**src/rtl/match_sequencer.sv**
```systemverilog
// match_sequencer: scans NPLACE template placements over a signal memory,
// streams WIN_LEN operand pairs per placement into an external scoring
// datapath, and keeps the placement with the lowest score (earliest wins ties).
module match_sequencer #(
    parameter int WIN_LEN = 16,
    parameter int NPLACE  = 40,
    parameter int RES_LAT = 3
) (
    input  logic        clk,
    input  logic        rst,
    input  logic        start,
    output logic [5:0]  f_addr,
    output logic [6:0]  g_addr,
    input  logic [2:0]  f_rdata,
    input  logic [2:0]  g_rdata,
    output logic        lstart,
    output logic        startsig,
    output logic        work,
    output logic        valid,
    output logic        finalstart,
    output logic        change,
    output logic [5:0]  startplace,
    output logic [2:0]  fdata,
    output logic [2:0]  gdata,
    input  logic [17:0] result,
    output logic        busy,
    output logic        done,
    output logic [5:0]  best_place,
    output logic [17:0] best_result
);

    localparam logic [5:0]  SIDX_LAST = 6'(WIN_LEN - 1);
    localparam logic [5:0]  PIDX_LAST = 6'(NPLACE - 1);
    localparam logic [15:0] WAIT_LAST = 16'(RES_LAT - 1);
    localparam logic [17:0] WORST     = 18'h3FFFF;

    typedef enum logic [2:0] {
        IDLE, LOAD, STREAM, DRAIN, FINAL, WAIT, CMP, DONE
    } state_t;

    state_t      state_q, state_d;
    logic [5:0]  pidx_q, pidx_d;
    logic [5:0]  sidx_q, sidx_d;
    logic [15:0] wcnt_q, wcnt_d;
    logic        valid_q;
    logic [5:0]  best_place_q, best_place_d;
    logic [17:0] best_result_q, best_result_d;

    // State and scan counters; reset abandons any run in progress
    always_ff @(posedge clk or posedge rst) begin
        if (rst) begin
            state_q       <= IDLE;
            pidx_q        <= '0;
            sidx_q        <= '0;
            wcnt_q        <= '0;
            valid_q       <= 1'b0;
            best_place_q  <= '0;
            best_result_q <= WORST;
        end else begin
            state_q       <= state_d;
            pidx_q        <= pidx_d;
            sidx_q        <= sidx_d;
            wcnt_q        <= wcnt_d;
            // read data returns one cycle after each address issue
            valid_q       <= (state_q == STREAM);
            best_place_q  <= best_place_d;
            best_result_q <= best_result_d;
        end
    end

    // Next-state sequencing, best-score tracking and control decode
    always_comb begin
        state_d       = state_q;
        pidx_d        = pidx_q;
        sidx_d        = sidx_q;
        wcnt_d        = wcnt_q;
        best_place_d  = best_place_q;
        best_result_d = best_result_q;
        lstart        = 1'b0;
        startsig      = 1'b0;
        work          = 1'b0;
        finalstart    = 1'b0;
        change        = 1'b0;
        done          = 1'b0;
        f_addr        = '0;
        g_addr        = '0;

        case (state_q)
            IDLE: begin
                if (start) begin
                    state_d       = LOAD;
                    pidx_d        = '0;
                    sidx_d        = '0;
                    best_place_d  = '0;
                    best_result_d = WORST;
                end
            end
            LOAD: begin
                lstart   = 1'b1;
                startsig = 1'b1;
                state_d  = STREAM;
                sidx_d   = '0;
            end
            STREAM: begin
                work   = 1'b1;
                f_addr = sidx_q;
                g_addr = {1'b0, pidx_q} + {1'b0, sidx_q};
                if (sidx_q == SIDX_LAST) begin
                    state_d = DRAIN;
                    sidx_d  = '0;
                end else begin
                    sidx_d = sidx_q + 6'd1;
                end
            end
            DRAIN: begin
                // last read data of the window is still in flight here
                work    = 1'b1;
                state_d = FINAL;
            end
            FINAL: begin
                finalstart = 1'b1;
                state_d    = WAIT;
                wcnt_d     = '0;
            end
            WAIT: begin
                if (wcnt_q == WAIT_LAST) begin
                    state_d = CMP;
                end else begin
                    wcnt_d = wcnt_q + 16'd1;
                end
            end
            CMP: begin
                // strict compare so ties keep the earlier placement
                if (result < best_result_q) begin
                    best_result_d = result;
                    best_place_d  = pidx_q;
                end
                if (pidx_q == PIDX_LAST) begin
                    state_d = DONE;
                end else begin
                    change  = 1'b1;
                    pidx_d  = pidx_q + 6'd1;
                    sidx_d  = '0;
                    state_d = STREAM;
                end
            end
            DONE: begin
                done    = 1'b1;
                state_d = IDLE;
            end
            default: state_d = IDLE;
        endcase
    end

    assign busy        = (state_q != IDLE);
    assign valid       = valid_q;
    assign fdata       = valid_q ? f_rdata : 3'd0;
    assign gdata       = valid_q ? g_rdata : 3'd0;
    assign startplace  = pidx_q;
    assign best_place  = best_place_q;
    assign best_result = best_result_q;

endmodule

```
**config.mk**
```make
export PLATFORM = sky130hd
export DESIGN_NAME = match_sequencer
export DESIGN_NICKNAME = d
export VERILOG_FILES = /design/src/rtl/match_sequencer.sv
export SDC_FILE = /design/constraint.sdc
export NUM_CORES = 1
export LEC_CHECK = 0
export BUFFER_PORTS_ARGS = -buffer_cell sky130_fd_sc_hd__buf_2
export CAP_MARGIN = 20
export CORE_ASPECT_RATIO = 0.8
export CORE_UTILIZATION = 40
export CTS_BUF_LIST = sky130_fd_sc_hd__clkbuf_16
export DETAILED_ROUTE_END_ITERATION = 10
export GPL_TIMING_DRIVEN = 0
export SLEW_MARGIN = 20
export SYNTH_ARGS = -nofsm -noshare
export SYNTH_HDL_FRONTEND = slang
export SYNTH_SLANG_ARGS = --single-unit
```
**constraint.sdc**
```tcl
create_clock -name clk -period 3.3 [get_ports clk]
set_clock_uncertainty 0.05 [all_clocks]
set_input_delay 0.495 -clock clk [delete_from_list [all_inputs] [get_ports clk]]
set_output_delay 0.495 -clock clk [all_outputs]
set_load 0.02 [all_outputs]
```
==> impl_metrics.toml, run 1 <==
[outcome]
status = "complete, no violations"

[placement]
gpl.final_weighted_congestion = 0.806
dpl.cell_count = 549
detailed_place_hpwl_um = 5670
io_buffers = 83

[synth]
syn_avg_cell_area_um2 = 9.48
cell_variety_after_synth = 44
synth_warnings = 0
share_of_synthesized_flip_flops_with_an_asynchronous_set_or_reset_pct = 100
synth_nets = 413
synth_top_flop_cell = "dfrtp_1"
synth-seq-area-share_pct = 42.0
synthCells = 358
synth_enable_flop_cells = 0
synth.top_cell.area_share_pct = 28.0
synth_seq_cells = 56
post_synth_instance_area_um2 = 3390
netlist.top_cell.by_area = "dfrtp_1"
synth_top_cells_by_area = "dfrtp_1, dfstp_2, ha_1"

[cts]
clkLatencyLatePin_ps = 290
cts_repair_resize_count = 0
cts_hold_repair.buffers = 0
tritoncts_clock_tree = "yes"
cts-root-buf = "clkbuf_16"
clk_transition_reported_paths_ps = 70
tritoncts.num_buffers = 5
cts-root-to-sink-buffers = 2
cts_num_sinks = 56
number_of_h_tree_levels = 2
postCtsSetupRepairBufs = 0

[sta]
rsz0062_at_grt = "no"
worstMarginPinSlew_ps = 687
slew-limit-headroom_pct = 54.2
clock.fmax_ghz = 0.364
fin_crit_sh_pct = 83.3
timing.final.hold_violations = 0
finalSetupViolations = 0
finalHoldWorstSlack_ps = 268
fin_crit_ps = 2750
timing_max_transition_violations_final = 0
tns_ps = 0

[critical_path]
critPathLaunchType = "flip-flop"
worst-endpoint-arrival_ps = 2200
critical_path.slowest_cell = "dfrtp_1"
required_time_of_the_critical_path_ps = 2750
worstSetupEndpointType = "primary output"
worstSetupPathType = "reg2out"
crit_fanout = 8
slowest_delay_ps = 480
timing.critical_path.cells = "ha_1, fa_1, a21oi_1, nor2_1, nor2_1, nor2b_1, o21ai_0, a21oi_1, buf_2"

[global_route]
grt_antenna_before_repair = 0
global_route.usage.total_pct = 17.7
maximum_number_of_pins_on_one_net_before_global_route_repair = 57
first_global_vias = 2681
grt.overflow.total = 0
wire_length_of_the_first_global_routing_pass_um = 12800

[job]
drv.max_cap_violation_count = 0

[finish]
most_frequent_standard_cell_in_the_layout_excluding_fill_and_tap_cells = "buf_2"
flow.area_growth_from_synthesis_pct = 21.2
nFillCells = 770
insertedDiodeCount = 0
nNetsFinal = 503
final_cell_mix = "buf_2, dfrtp_1, nand2_1"
stdcell_count = 557
drive_above_1_share_pct = 27.8

[die]
number_of_ports_placed_on_the_die_boundary = 84
floorplan.core_area_um2 = 8090
initial_utilization_pct = 41.9
fp.dieW_um = 105
floorplan.die_area_um2 = 8860
num_rows = 29
fp.dieH_um = 84.4

[pwr]
power.share.switching_pct = 28.3
power.net_switching_uw = 517
power_per_unit_of_standard_cell_area_nw_per_um2 = 445
power.share.clock_pct = 33.0
power.ir.vdd_worst_mv = 0.294
p_comb_share_pct = 21.1
power_frac_seq_pct = 45.9
total_leakage_power_uw = 0.00203
p_total_uw = 1830
intPower_uw = 1310

[worst_hold_path]
hold_path_class = "in2async"

[detailed_routing]
drt.antenna.violating_nets = 0
drc = 0
drt_pre_antenna_iters = 4
routedWlPerCell_um = 13.6
via_count = 2874
drt_iter0_drc = 120
wire_length_reported_by_the_detailed_router_um = 7580
vias_per_cell = 5.16
[synthesized netlist by cell type (3+ instances only)]
library cell and number:
clkbuf_1 6, nand2_1 36, or3_1 3, buf_2 5, xnor2_1 10, xor2_1 7
mux2i_1 8, and3_1 5, nor2_1 28, nand4_1 11, nor3_1 13, a21o_1 4
nor4_1 5, and2_1 16, a21oi_1 13, dfrtp_1 38, dfstp_2 18, nand2b_1 3
o21ai_0 19, ha_1 27, nand3_1 9, nor2b_1 5, o32a_2 4, o32a_1 14
inv_1 26
[kinds of logic after synthesis]
group	count (synthesis)	synth area share, %
adder cells (fa/ha/maj)	28	10.5
AO/OA/AOI/OAI	67	14.2
buffers and inverters	41	5.75
flip-flops	56	42.0
multiplexers	8	2.36
AND/OR/NAND/NOR	141	20.8
XOR/XNOR	17	4.39
[power by group through the flow]
| stage | clock network (uW) | logic (uW) | registers (uW) |
|---|---|---|---|
| global placement | 0 | 388 | 851 |
| CTS | 621 | 394 | 841 |
| detailed placement | 0 | 393 | 853 |
| floorplan | 0 | 181 | 936 |
| global route | 653 | 436 | 852 |
| finish | 604 | 386 | 840 |
[final timing paths]
| kind | startpoint | end | slack (ps) | cells past startpoint |
|---|---|---|---|---|
| setup / recovery | startplace[0]$_DFFE_PP0P_ | g_addr[6] | 550 | 9 |
| hold / removal | rst | wcnt_q[8]$_DFFE_PP0P_ | 270 | 2 |
| setup reg to reg | best_result[3]$_DFFE_PP1P_ | best_result[0]$_DFFE_PP1P_ | 820 | 9 |
| hold reg to reg | best_result[3]$_DFFE_PP1P_ | best_result[3]$_DFFE_PP1P_ | 470 | 1 |
| max in group asynchronous | rst | sidx_q[1]$_DFFE_PP0P_ | 2480 | 2 |
| min in group clk | result[2] | best_result[2]$_DFFE_PP1P_ | 420 | 2 |
[sequential cells by signal, summed over array words and instances (netlist names)]
register and cells:
startplace 6, best_place 6, state_q 3, wcnt_q 16
valid 1, sidx_q 6, best_result 18
[per-layer routing]
| layer | vias up | track usage (%) | share of wire, % | routed length [um] |
|---|---|---|---|---|
| li1 | 1455 | - | - | - |
| met1 | 1343 | 25.0 | 50 | 3820 |
| met2 | 69 | 28.2 | 44 | 3350 |
| met3 | 7 | 3.42 | 4.7 | 358 |
| met4 | 0 | 3.84 | 0.76 | 58 |
| met5 | - | 0 | 0 | 0 |
[critical path: cells and delay by family (launching register included)]
family | cells | cell delay, ps
fa+ha+maj | 2 | 680
simple gates | 3 | 210
compound gates | 3 | 380
buf+inv | 1 | 170
flops | 1 | 480
[layout make-up]
| class | count | area [um2] | area share [%] |
|---|---|---|---|
| sequential | 56 | 1420 | 34.6 |
| clock inverter | 3 | 42.5 | 1.03 |
| multi-input combinational | 261 | 1770 | 43.1 |
| inverter | 26 | 100 | 2.43 |
| timing repair buffer | 83 | 415 | 10.1 |
| buffer | 15 | 97.6 | 2.37 |
| clock buffer | 5 | 125 | 3.04 |
| tap | 108 | 135 | 3.28 |
[stage by stage]
| step | utilization [%] | cell area (um2) | setup WS (ps) |
|---|---|---|---|
| after floorplan | - | 3390 | 828 |
| after global placement | 48.7 | 3940 | 603 |
| after detailed placement | 48.8 | 3950 | 778 |
| after CTS | 50.8 | 4110 | 537 |
| after global routing | 50.8 | 4110 | 386 |
| final | 50.8 | 4110 | 551 |
(Power assumes the default switching activity.)
==> run 2, diff against run 1 <==
--- a/config.mk
+++ b/config.mk
@@ -12,6 +12,7 @@
 export CTS_BUF_LIST = sky130_fd_sc_hd__clkbuf_16
 export DETAILED_ROUTE_END_ITERATION = 10
 export GPL_TIMING_DRIVEN = 0
+export PLACE_DENSITY = 0.65
 export SLEW_MARGIN = 20
 export SYNTH_ARGS = -nofsm -noshare
 export SYNTH_HDL_FRONTEND = slang
==> constraint.sdc (replaced) <==
create_clock -name clk -period 2.4 [get_ports clk]
set_clock_uncertainty 0.05 [all_clocks]
set_input_delay 0.36 -clock clk [delete_from_list [all_inputs] [get_ports clk]]
set_output_delay 0.36 -clock clk [all_outputs]
set_load 0.02 [all_outputs]
==> impl_metrics.toml, run 2 (synthesis gave the netlist of run 1 again) <==
[critical_path]
worstSetupEndpointType = "flip-flop"
critical_path.slowest_cell = "dfstp_2"
crit_buf_inv = 3
worstSetupPathType = "reg2reg"
required_time_of_the_critical_path_ps = 2570
timing.critical_path.cells = "inv_2, ha_4, a21o_1, a21oi_2, nor3b_1, o31a_1, or2_1, buf_6, buf_8, o32a_1"
worst-endpoint-arrival_ps = 2630
crit_fanout = 10
family_of_cells_with_the_greatest_summed_delay_on_the_critical_path = "compound AO/OA/AOI/OAI gates"
slowest_delay_ps = 550
critPathLaunchType = "flip-flop"

[sta]
finalSetupViolations = 20
clock.fmax_ghz = 0.406
timing.final.hold_violations = 0
worstMarginPinSlew_ps = 538
fin_crit_ps = 2460
timing.final.ws_setup_ps = -62.7
fin_crit_sh_pct = 103
tns_ps = -856
slew-limit-headroom_pct = 64.1
rsz0062_at_grt = "yes"
timing_max_transition_violations_final = 0

[finish]
nNetsFinal = 509
largest_register_ffs = 18
final_area_um2 = 4360
drive_above_1_share_pct = 35.8
final_cell_mix = "buf_2, nand2_1, dfrtp_1"
flow.area_growth_from_synthesis_pct = 28.6
most_frequent_standard_cell_in_the_layout_excluding_fill_and_tap_cells = "buf_2"
nFillCells = 749
insertedDiodeCount = 0
stdcell_count = 563

[outcome]
status = "complete, but fails checks"
failed_checks = "setup timing"

[detailed_routing]
drc = 0
wire_length_reported_by_the_detailed_router_um = 8040
drt_pre_antenna_iters = 4
via_count = 2978
drt_iter0_drc = 121
routedWlPerCell_um = 14.3
vias_per_cell = 5.29
drt.antenna.violating_nets = 0

[cts]
cts_num_sinks = 56
clk_transition_reported_paths_ps = 80
number_of_h_tree_levels = 2
cts-root-to-sink-buffers = 2
tritoncts_clock_tree = "yes"
clkLatencyLatePin_ps = 300
cts-root-buf = "clkbuf_16"
tritoncts.num_buffers = 5

[die]
num_rows = 29
floorplan.core_area_um2 = 8090
number_of_ports_placed_on_the_die_boundary = 84
fp.dieH_um = 84.4
fp.dieW_um = 105
initial_utilization_pct = 41.9
floorplan.die_area_um2 = 8860

[pwr]
power.ir.vdd_worst_mv = 0.379
total_leakage_power_uw = 0.00207
p_total_uw = 2510
power_per_unit_of_standard_cell_area_nw_per_um2 = 575

[global_route]
wire_length_of_the_first_global_routing_pass_um = 13400
maximum_number_of_pins_on_one_net_before_global_route_repair = 35
global_route.usage.total_pct = 18.7
grt_antenna_before_repair = 0
first_global_vias = 2774
grt.overflow.total = 0

[placement]
dpl.cell_count = 550
io_buffers = 83
gpl.final_weighted_congestion = 0.795
detailed_place_hpwl_um = 5780
placement.setup.worst_slack_ps = -81.8
placement.cell_area_um2 = 3970

[job]
drv.max_cap_violation_count = 0

[worst_hold_path]
hold_path_class = "in2reg"
-- run 2: cell count changes in the layout (fill, tap and decap cells not counted), moves of 3 or more --
| cell | change |
|---|---|
| a21oi_1 | -6 |
| a21oi_2 | +6 |
| buf_4 | +6 |
| ha_1 | -5 |
| ha_4 | +5 |
| buf_2 | -4 |
| dfrtp_1 | -4 |
| dfrtp_2 | +4 |
| clkbuf_1 | -3 |
| clkbuf_4 | +3 |
| inv_1 | -3 |
-- run 2: timing repair --
item                                    4_1_cts  5_1_grt
endpoints found under the setup margin       26       36
gates resized for setup                      18       28
pin swaps                                     7       11
hold endpoints to repair                     18        0
setup buffers                                 4        0
hold buffers                                  1        0
gates cloned                                  1        0
-- run 2: per-layer routing --
layer,vias to the layer above,global-route usage (%),share of wire (%)
li1,1467,-,-
met1,1431,26.0,49
met2,73,30.7,46
met3,7,2.87,3.9
met4,0,4.61,0.92
met5,-,0,0
-- run 2: stage by stage --
stage | util, % | hold WS (ps)
floorplan | - | 422
global placement | 48.7 | 457
detailed placement | 49.0 | 300
CTS | 52.5 | 267
global route | 53.9 | 268
finish | 53.9 | 269
-- run 2: final cells by class --
type                            instances  area (um2)  share of cell area, %
Inverter                               26         104                   2.38
Sequential cell                        56        1430                   32.8
Clock inverter                          3        23.8                  0.545
Buffer                                 14         108                   2.47
Clock buffer                            5         125                   2.87
Tap cell                              108         135                   3.10
Multi-Input combinational cell        261        1930                   44.1
Timing Repair Buffer                   90         513                   11.8
-- run 2: path summary, 6_finish.rpt --
kind,slack (ps),cells past startpoint,start,to
worst max-delay path,-60,10,best_result[3]$_DFFE_PP1P_,best_result[13]$_DFFE_PP1P_
worst min-delay path,270,2,result[0],best_result[0]$_DFFE_PP1P_
worst max register to register,-60,10,best_result[3]$_DFFE_PP1P_,best_result[13]$_DFFE_PP1P_
worst min register to register,470,1,best_result[9]$_DFFE_PP1P_,best_result[9]$_DFFE_PP1P_
max in group asynchronous,1240,4,rst,best_result[1]$_DFFE_PP1P_
min in group asynchronous,520,3,rst,wcnt_q[9]$_DFFE_PP0P_
-- run 2: where the power goes --
group / leakage [uW] / switching (uW) / internal [uW]
combinational: 0.00134 / 342 / 256
clock: 0.0000660 / 366 / 390
sequential: 0.000667 / 64.5 / 1090
-- run 2: worst reg2reg max path, cell delays in order (launching register included) --
cell     delay (ps)
dfstp_2         550
inv_2            50
ha_4            210
a21o_1          160
a21oi_2         120
nor3b_1          70
o31a_1          340
or2_1           250
buf_6           150
buf_8           140
o32a_1          290
